--- src/rtl/booth_product_accumulator.sv ---
// Saturating signed accumulator for a programmed number of 64-bit Booth products.
// Products arrive on a valid/ready handshake; the registered sum is returned on a second one.
module booth_product_accumulator #(
  parameter int unsigned ACC_W = 72,
  parameter int unsigned CNT_W = 8
) (
  input  logic             i_clk,
  input  logic             i_rst,
  input  logic             i_start,
  input  logic [CNT_W-1:0] i_len,
  output logic             o_busy,
  input  logic             i_prod_valid,
  output logic             o_prod_ready,
  input  logic [63:0]      i_prod,
  output logic             o_acc_valid,
  input  logic             i_acc_ready,
  output logic [ACC_W-1:0] o_acc,
  output logic             o_overflow
);

  localparam int unsigned SUM_W = ACC_W + 1;
  localparam logic [ACC_W-1:0] ACC_MAX = {1'b0, {(ACC_W-1){1'b1}}};
  localparam logic [ACC_W-1:0] ACC_MIN = {1'b1, {(ACC_W-1){1'b0}}};

  typedef enum logic [1:0] {
    IDLE  = 2'd0,
    ACCUM = 2'd1,
    DONE  = 2'd2
  } state_t;

  state_t             state_q, state_nxt;
  logic [ACC_W-1:0]   acc_q, acc_nxt;
  logic [CNT_W-1:0]   rem_q, rem_nxt;
  logic               ovf_q, ovf_nxt;

  logic signed [ACC_W-1:0] prod_ext;
  logic signed [SUM_W-1:0] sum_wide;
  logic [ACC_W-1:0]        sum_sat;
  logic                    sum_ovf;

  // One guard bit: the sum overflowed when the top two bits disagree.
  assign prod_ext = ACC_W'($signed(i_prod));
  assign sum_wide = SUM_W'($signed(acc_q)) + SUM_W'(prod_ext);
  assign sum_ovf  = sum_wide[SUM_W-1] ^ sum_wide[SUM_W-2];
  assign sum_sat  = !sum_ovf ? sum_wide[ACC_W-1:0]
                  : (sum_wide[SUM_W-1] ? ACC_MIN : ACC_MAX);

  always_ff @(posedge i_clk or negedge i_rst) begin
    if (!i_rst) begin
      state_q <= IDLE;
      acc_q   <= '0;
      rem_q   <= '0;
      ovf_q   <= 1'b0;
    end else begin
      state_q <= state_nxt;
      acc_q   <= acc_nxt;
      rem_q   <= rem_nxt;
      ovf_q   <= ovf_nxt;
    end
  end

  always_comb begin
    state_nxt = state_q;
    acc_nxt   = acc_q;
    rem_nxt   = rem_q;
    ovf_nxt   = ovf_q;
    case (state_q)
      IDLE: begin
        if (i_start) begin
          acc_nxt = '0;
          ovf_nxt = 1'b0;
          if (i_len != '0) begin
            rem_nxt   = i_len;
            state_nxt = ACCUM;
          end else begin
            state_nxt = DONE;
          end
        end
      end
      ACCUM: begin
        if (i_prod_valid) begin
          acc_nxt = sum_sat;
          ovf_nxt = ovf_q | sum_ovf;
          rem_nxt = rem_q - CNT_W'(1);
          if (rem_q == CNT_W'(1)) state_nxt = DONE;
        end
      end
      DONE: begin
        if (i_acc_ready) state_nxt = IDLE;
      end
      default: state_nxt = IDLE;
    endcase
  end

  // Handshake flags decode straight from the state register.
  assign o_busy       = (state_q == ACCUM) || (state_q == DONE);
  assign o_prod_ready = (state_q == ACCUM);
  assign o_acc_valid  = (state_q == DONE);
  assign o_acc        = acc_q;
  assign o_overflow   = ovf_q;

endmodule

--- config.mk ---
export PLATFORM = sky130hd
export DESIGN_NAME = booth_product_accumulator
export DESIGN_NICKNAME = d
export VERILOG_FILES = /design/src/rtl/booth_product_accumulator.sv
export SDC_FILE = /design/constraint.sdc
export NUM_CORES = 1
export LEC_CHECK = 0
export BUFFER_PORTS_ARGS = -buffer_cell sky130_fd_sc_hd__buf_4
export CAP_MARGIN = 20
export CORE_MARGIN = 2
export CORE_UTILIZATION = 52
export CTS_CLUSTER_DIAMETER = 200
export DETAILED_ROUTE_END_ITERATION = 12
export PLACE_DENSITY = 0.78
export SLEW_MARGIN = 20
export SYNTH_ARGS = -nofsm -noshare
export SYNTH_HDL_FRONTEND = slang
export SYNTH_SLANG_ARGS = --single-unit
--- constraint.sdc ---
create_clock -name i_clk -period 2.85 [get_ports i_clk]
set_input_delay 0.1425 -clock i_clk [delete_from_list [all_inputs] [get_ports i_clk]]
set_output_delay 0.1425 -clock i_clk [all_outputs]
set_load 0.02 [all_outputs]
==> impl_results.md, run 1 <==
- Clock tree buffer depth: 2
- Max-slew headroom: 0.5607
- Worst VDD drop: 695.4 uV
- I/O pin count: 153
- Min Tclk post-route: 3.166 ns
- Chip height: 132.9 um
- Share of the synthesized area in the top cell type: 0.2404
- Final worst-path cycle share: 1.111
- Layout cell share with drive strength beyond 1: 0.4323
- Leakage power: 0.006283 uW
- Overall Global Routing Usage: 0.3175
- Fin area: 12,720 sq um
- TritonCTS clock tree: yes
- Placed cell area: 11,860 sq um
- Global-route wire length before repair: 45,870 um
- Violated checks: setup timing
- DRC viols: 0
- Clock buffer count from CTS: 9
- Routed vias/inst: 5.839
- Number of global-route vias before repair: 9,397
- Syn-to-layout area delta: 47.22%
- Clock tree sinks: 83
- DIE WIDTH: 132.9 um
- Diode count: 0
- Initial drt markers: 878
- Overall routed net length: 29,330 um
- Worst Path Max Fanout: 18
- GRT Residual Overflow: 0
- Initial Utilization: 0.5267
- Area contributors post-synth: dfrtp_1 (24%), ha_1 (11%), a21oi_1 (6.6%), o21ai_2 (6.6%), nand2_1 (6.4%)
- Root buf cell: clkbuf_16
- Per-cell routed wire length: 17.37 um
- Input/output buffers: 152
- Gpl congestion: 0.9636
- Post-Syn Area: 8641 sq um
- RSZ-0062 raised after global routing: true
- Final hold slack: 0.05620 ns
- Post-DP HPWL: 21,860 um
- H-Tree Depth: 3
- Critical path endpoint category: flip-flop
- Final worst slack: -0.3163 ns
- Via count: 9,862
- Core area: 16,410 sq um
- Die Footprint: 17,660 sq um
- Synth Flop Type: dfrtp_1
- Synth area leader: dfrtp_1
- Fmax: 315.8 MHz
- Row count: 47
- Fin. Hold Viols: 0
- Setup WS pre-CTS: -0.3294 ns
- Layout Nets: 1,619
- Setup violations, final: 73
- Outcome: complete, but fails checks
- Post-synth EDFFs: 0
- Syn Nets: 1,221
- Maximum capacitance violations: 0
- Mean Syn Cell Area: 8.106 sq um
- WP data required: 3.08 ns
- Clock Latency Late Sink: 0.36 ns
- Pre-Repair DR Iteration Count: 5
- Initial antenna violation count: 0
- Total power: 11,690 uW
- HP Class: primary input to flip-flop
- Startpoint types: flip-flop
- Worst slew pin tran: 0.6589 ns
- Worst R2R Setup Slack: -0.32 ns
- Fin. max-slew vios: 0
- Pwr dens: 918.8 nW/um^2
- Routed Antenna Nets: 0
- Worst-path clk slew: 0.07 ns
- Yosys reg bits: 83
- Yosys warns: 0
- Setup CP Type: flip-flop to flip-flop
- Fin Setup TNS: -19.87 ns
- Synth unique cells: 84
- Part of the Yosys area used for sequential elements: 0.2404
- Largest net degree at the start of global routing: 46
- Clock skew: 0.008606 ns
- Crit path arrival time: 3.40 ns
- Mapped Cells: 1,066
- Asr flop ratio synth: 1.000
-- stage by stage --
stage	utilization	std cells
after global placement	0.7229	1657
after floorplan	-	1066
after global routing	0.7753	1689
after CTS	0.7543	1679
final	0.7753	1689
after detailed placement	0.7229	1657
-- metal layers --
layer / wire length (um) / vias to the layer above / track usage
li1: - / 4671 / -
met5: 0 / - / 0
met3: 2008 / 64 / 0.04100
met4: 696 / 0 / 0.1087
met2: 14070 / 439 / 0.5302
met1: 12560 / 4688 / 0.4248
-- synth_stat cells (all sizes together), types with 6 or more instances --
cell type,number
dfrtp,83
o21ai,128
nand3,25
xnor2,37
o211ai,14
xor2,28
a211oi,7
nor2b,8
nor3,16
o21a,15
and3,9
clkbuf,21
and2,6
a21oi,117
inv,26
ha,77
o22ai,8
or3,13
buf,25
a22oi,9
a21o,41
nand2,149
a31oi,7
nor2,105
o21bai,11
nand4,20
-- worst max-delay path: stages, from the launching register on --
cell and delay, ns:
dfrtp_1 0.40, ha_1 0.36, a21oi_1 0.30, o21ai_1 0.11, a22oi_1 0.21, o211ai_1 0.19, o211ai_2 0.24, and3_4 0.24
o32ai_4 0.09, or3_4 0.43, nand3_4 0.15, buf_12 0.21, a22oi_2 0.09
-- flip-flops by register name (all words and copies together) (netlist names) --
register / flops
o_overflow: 1
rem_q: 8
state_q: 2
o_acc: 72
-- cell families (layout without fill, tap and decap cells) --
kind of cell / after synthesis / count (layout) / share of synthesized area
fa+ha+maj: 78 / 78 / 0.1138
flops: 83 / 83 / 0.2404
buf+inv: 72 / 475 / 0.05705
compound gates: 392 / 392 / 0.3142
xor+xnor: 65 / 65 / 0.06675
simple gates: 373 / 373 / 0.2043
mux: 3 / 3 / 0.003475
-- area by class of cell --
class / instances / area (sq um)
clock buffers: 9 / 225.2
clock inverters: 7 / 106.4
fillers: 1146 / 3686
inverters: 26 / 97.59
multi-input cells: 911 / 6520
flip-flops and latches: 83 / 2079
well taps: 220 / 275.3
repair buffers: 433 / 3417
-- repair_timing --
item / 4_1_cts / 5_1_grt
buffers inserted: 4 / 8
hold buffers: 1 / 0
gates resized for setup: 27 / 63
endpoints found under the setup margin: 73 / 73
pin swaps: 5 / 20
cloned: 1 / 2
hold endpoints to repair: 44 / 0
-- worst paths after layout --
kind	endpoint	cells after the start	from
worst max-delay path	o_acc[69]	12	o_acc[16]
worst min-delay path	rem_q[6]	3	i_len[6]
worst max register to register	o_acc[69]	12	o_acc[16]
worst min register to register	o_acc[60]	2	o_acc[60]
max in group asynchronous	o_acc[51]	3	i_rst
min in group asynchronous	o_acc[11]	2	i_rst
-- report_power, final --
part	switching, uW	internal (uW)
Clock	576	784
Sequential	285	1540
Combinational	4670	3830
Total	5530	6160
-- cell usage in the layout (no fill, tap or decap), types with 4 or more instances in the layout --
cell / count
o21ai_1: 14
and2_1: 5
o211ai_1: 12
nand2b_1: 5
a21oi_2: 9
a22oi_2: 7
buf_4: 419
xor2_1: 28
a21oi_1: 104
o21a_1: 14
nor2_2: 19
a31oi_1: 6
o21ai_2: 67
o221ai_1: 4
nor3_1: 14
o21ai_0: 46
xnor2_1: 36
a21oi_4: 4
a21o_1: 40
nand4_1: 17
buf_12: 10
o22ai_1: 6
nor2b_1: 8
inv_1: 25
ha_4: 11
a211oi_1: 5
nand3_1: 20
ha_2: 6
dfrtp_1: 81
nor2_1: 86
or3_1: 8
clkbuf_16: 11
or3_4: 4
nand2_1: 146
ha_1: 60
and3_1: 5
o21bai_1: 11
Note: power is estimated with default switching activity, not from simulation.
==> run 2: changes to the inputs <==
Settings changed: CORE_ASPECT_RATIO set to 0.6, PLACE_DENSITY 0.78 to unset, PLACE_DENSITY_LB_ADDON set to 0.3.
==> run 2 against run 1 <==
Compared with the run above:
- total power rose by 17%
- core utilization rose by 7.3 points
- register-to-register slack got worse by 0.31 ns
- cell count rose by 3.6%
- critical path depth rose by 3
- the flow finishes with violations (DRC, setup timing)
- cell area rose by 8.4%
==> impl_results.md, run 2 (synthesis results as in run 1) <==
- Worst slew pin tran: 0.7347 ns (was 0.6589 ns)
- Max stage delay on crit path: 0.39 ns (was 0.43 ns)
- Chip height: 103.9 um (was 132.9 um)
- Core area: 16,260 sq um (was 16,410 sq um)
- RSZ-0062 raised after global routing: true (unchanged)
- Via count: 11,240 (was 9,862)
- GR Layer Usage met3: 0.07306 (was 0.04100)
- Clock skew: 0.01352 ns (was 0.008606 ns)
- Leakage power: 0.006671 uW (was 0.006283 uW)
- Clock tree sinks: 83 (unchanged)
- DRC viols: 2 (was 0)
- Initial antenna violation count: 0 (unchanged)
- GR Layer Usage met1: 0.5172 (was 0.4248)
- Clock Latency Late Sink: 0.37 ns (was 0.36 ns)
- Layout Nets: 1,672 (was 1,619)
- Largest net degree at the start of global routing: 45 (was 46)
- Die Footprint: 17,700 sq um (was 17,660 sq um)
- Overall routed net length: 38,610 um (was 29,330 um)
- Routed vias/inst: 6.424 (was 5.839)
- Worst-path clk slew: 0.08 ns (was 0.07 ns)
- DIE WIDTH: 170.4 um (was 132.9 um)
- Worst VDD drop: 821.4 uV (was 695.4 uV)
- Fin Setup TNS: -36.61 ns (was -19.87 ns)
- CP Launch Point: o_acc[15] (was o_acc[16])
- Hold path startpoint: i_len[2] (was i_len[6])
- Commonest non-fill, non-tap cell in the layout: buf_4 (unchanged)
- Pre-Repair DR Iteration Count: 12 (was 5)
- Number of global-route vias before repair: 10,010 (was 9,397)
- TritonCTS clock tree: yes (unchanged)
- Maximum capacitance violations: 0 (unchanged)
- Final hold slack: 0.05500 ns (was 0.05620 ns)
- Setup violations, final: 73 (unchanged)
- Syn-to-layout area delta: 59.66% (was 47.22%)
- Max reg flops: 72 (unchanged)
- Worst r2r src: o_acc[15] (was o_acc[16])
- GRT Residual Overflow: 0 (unchanged)
- Min Tclk post-route: 3.481 ns (was 3.166 ns)
- Gpl congestion: 0.9767 (was 0.9636)
- Outcome: complete, but fails checks (unchanged)
- CP dominant cell by count: buf_4
- Finished Core Util: 0.8484 (was 0.7753)
- Max-slew headroom: 0.5084 (was 0.5607)
- Per-cell routed wire length: 22.06 um (was 17.37 um)
- Delay-heaviest family, CP: compound AO/OA/AOI/OAI gates (unchanged)
- Cell with the largest stage delay on the worst path: a21oi_1 (was or3_4)
- I/O pin count: 153 (unchanged)
- Commonest cells after routing, fill and taps aside: buf_4 (448), nand2_1 (144), a21oi_1 (89) (was buf_4 (419), nand2_1 (146), a21oi_1 (104))
- Crit path arrival time: 3.73 ns (was 3.40 ns)
- WP data required: 3.10 ns (was 3.08 ns)
- Row count: 36 (was 47)
- Global-route wire length before repair: 51,720 um (was 45,870 um)
- Post-DP HPWL: 23,150 um (was 21,860 um)
- Startpoint types: flip-flop (unchanged)
- Critical path endpoint category: flip-flop (unchanged)
- Fin. Hold Viols: 0 (unchanged)
- Global route hottest layer: met2 (unchanged)
- Pwr dens: 987.7 nW/um^2 (was 918.8 nW/um^2)
- Worst Path Max Fanout: 4 (was 18)
- Setup CP Type: flip-flop to flip-flop (unchanged)
- Diode count: 0 (unchanged)
- Root buf cell: clkbuf_16 (unchanged)
- Initial drt markers: 1,485 (was 878)
- Final worst-path cycle share: 1.221 (was 1.111)
- Final worst slack: -0.6305 ns (was -0.3163 ns)
- Bufs and invs on worst path: 4 (was 1)
- Fmax: 287.3 MHz (was 315.8 MHz)
- Input/output buffers: 152 (unchanged)
- GRT met2 Usage: 0.5610 (was 0.5302)
- H-Tree Depth: 3 (unchanged)
- Total power: 13,630 uW (was 11,690 uW)
- Clock buffer count from CTS: 9 (unchanged)
- Violated checks: DRC, setup timing (was setup timing)
- Routed Antenna Nets: 0 (unchanged)
- Layout cell share with drive strength beyond 1: 0.4908 (was 0.4323)
- HP Class: primary input to flip-flop (unchanged)
- Overall Global Routing Usage: 0.3674 (was 0.3175)
- Fin. max-slew vios: 0 (unchanged)
- Initial Utilization: 0.5314 (was 0.5267)
- Clock tree buffer depth: 2 (unchanged)
- Crit-path cells: ha_1 -> buf_4 -> a21oi_1 -> o21ai_0 -> a21oi_1 -> buf_4 -> o2111ai_4 -> buf_6 -> a32o_1 -> o211ai_1 -> nand2b_1 -> buf_4 -> a21boi_2 -> xor2_1 -> a22oi_2 (was ha_1 -> a21oi_1 -> o21ai_1 -> a22oi_1 -> o211ai_1 -> o211ai_2 -> and3_4 -> o32ai_4 -> or3_4 -> nand3_4 -> buf_12 -> a22oi_2)
run 2: cell types whose count changed in the layout (fill, tap and decap cells not counted), sizes merged:
cell / change
clkbuf: +5
clkinv: -1
inv: -1
nand3: +1
buf: +48
clkinvlp: +2
bufinv: -1
run 2: routing by layer:
layer	part of all wire	wire length, um
met3	0.12	4644
met1	0.39	15070
met4	0.065	2515
met2	0.42	16380
met5	0	0
run 2: timing repair:
| action | CTS | global route |
|---|---|---|
| gates resized for setup | 66 | 158 |
| cloned | 5 | 8 |
| buffers inserted | 16 | 21 |
| hold buffers | 1 | 0 |
| endpoints found under the setup margin | 73 | 73 |
| endpoints found under the hold margin | 39 | 0 |
| pin swaps | 22 | 119 |
run 2: worst reg2reg max path, delay by kind of cell (launching register included):
kind,cells,cell delay [ns]
compound gates,8,1.75
buf+inv,4,0.65
fa+ha+maj,1,0.22
xor+xnor,1,0.21
simple gates,1,0.15
flops,1,0.38
run 2: report_power, final:
part	internal, uW	leakage, uW	switching (uW)
registers	1540	0.00110	308
logic	4640	0.00543	5830
clock network	712	0.000146	587
run 2: final cells by class:
type | count | area (sq um)
clock buffers | 10 | 239.0
clock inverters | 6 | 71.32
fillers | 860 | 2465
inverters | 26 | 97.59
multi-input cells | 912 | 7028
flip-flops and latches | 83 | 2079
well taps | 228 | 285.3
repair buffers | 485 | 3995
run 2: final timing paths:
check	slack (ns)	end	cells after the start
hold / removal	0.05	rem_q[2]	3
max in group asynchronous	1.84	o_acc[0]	3
hold reg to reg	0.55	o_acc[60]	2
min in group asynchronous	0.32	o_acc[28]	2
setup / recovery	-0.63	o_acc[68]	15
setup reg to reg	-0.63	o_acc[68]	15
run 2: through the flow:
stage | cell area, sq um | worst slack [ns] | cells
2_1_floorplan | 8747 | -0.1488 | 1066
3_3_place_gp | 12060 | -0.3375 | 1690
3_5_place_dp | 12060 | -0.3224 | 1690
4_1_cts | 12910 | -0.3183 | 1728
5_1_grt | 13800 | -0.7573 | 1750
6_report | 13800 | -0.6305 | 1750
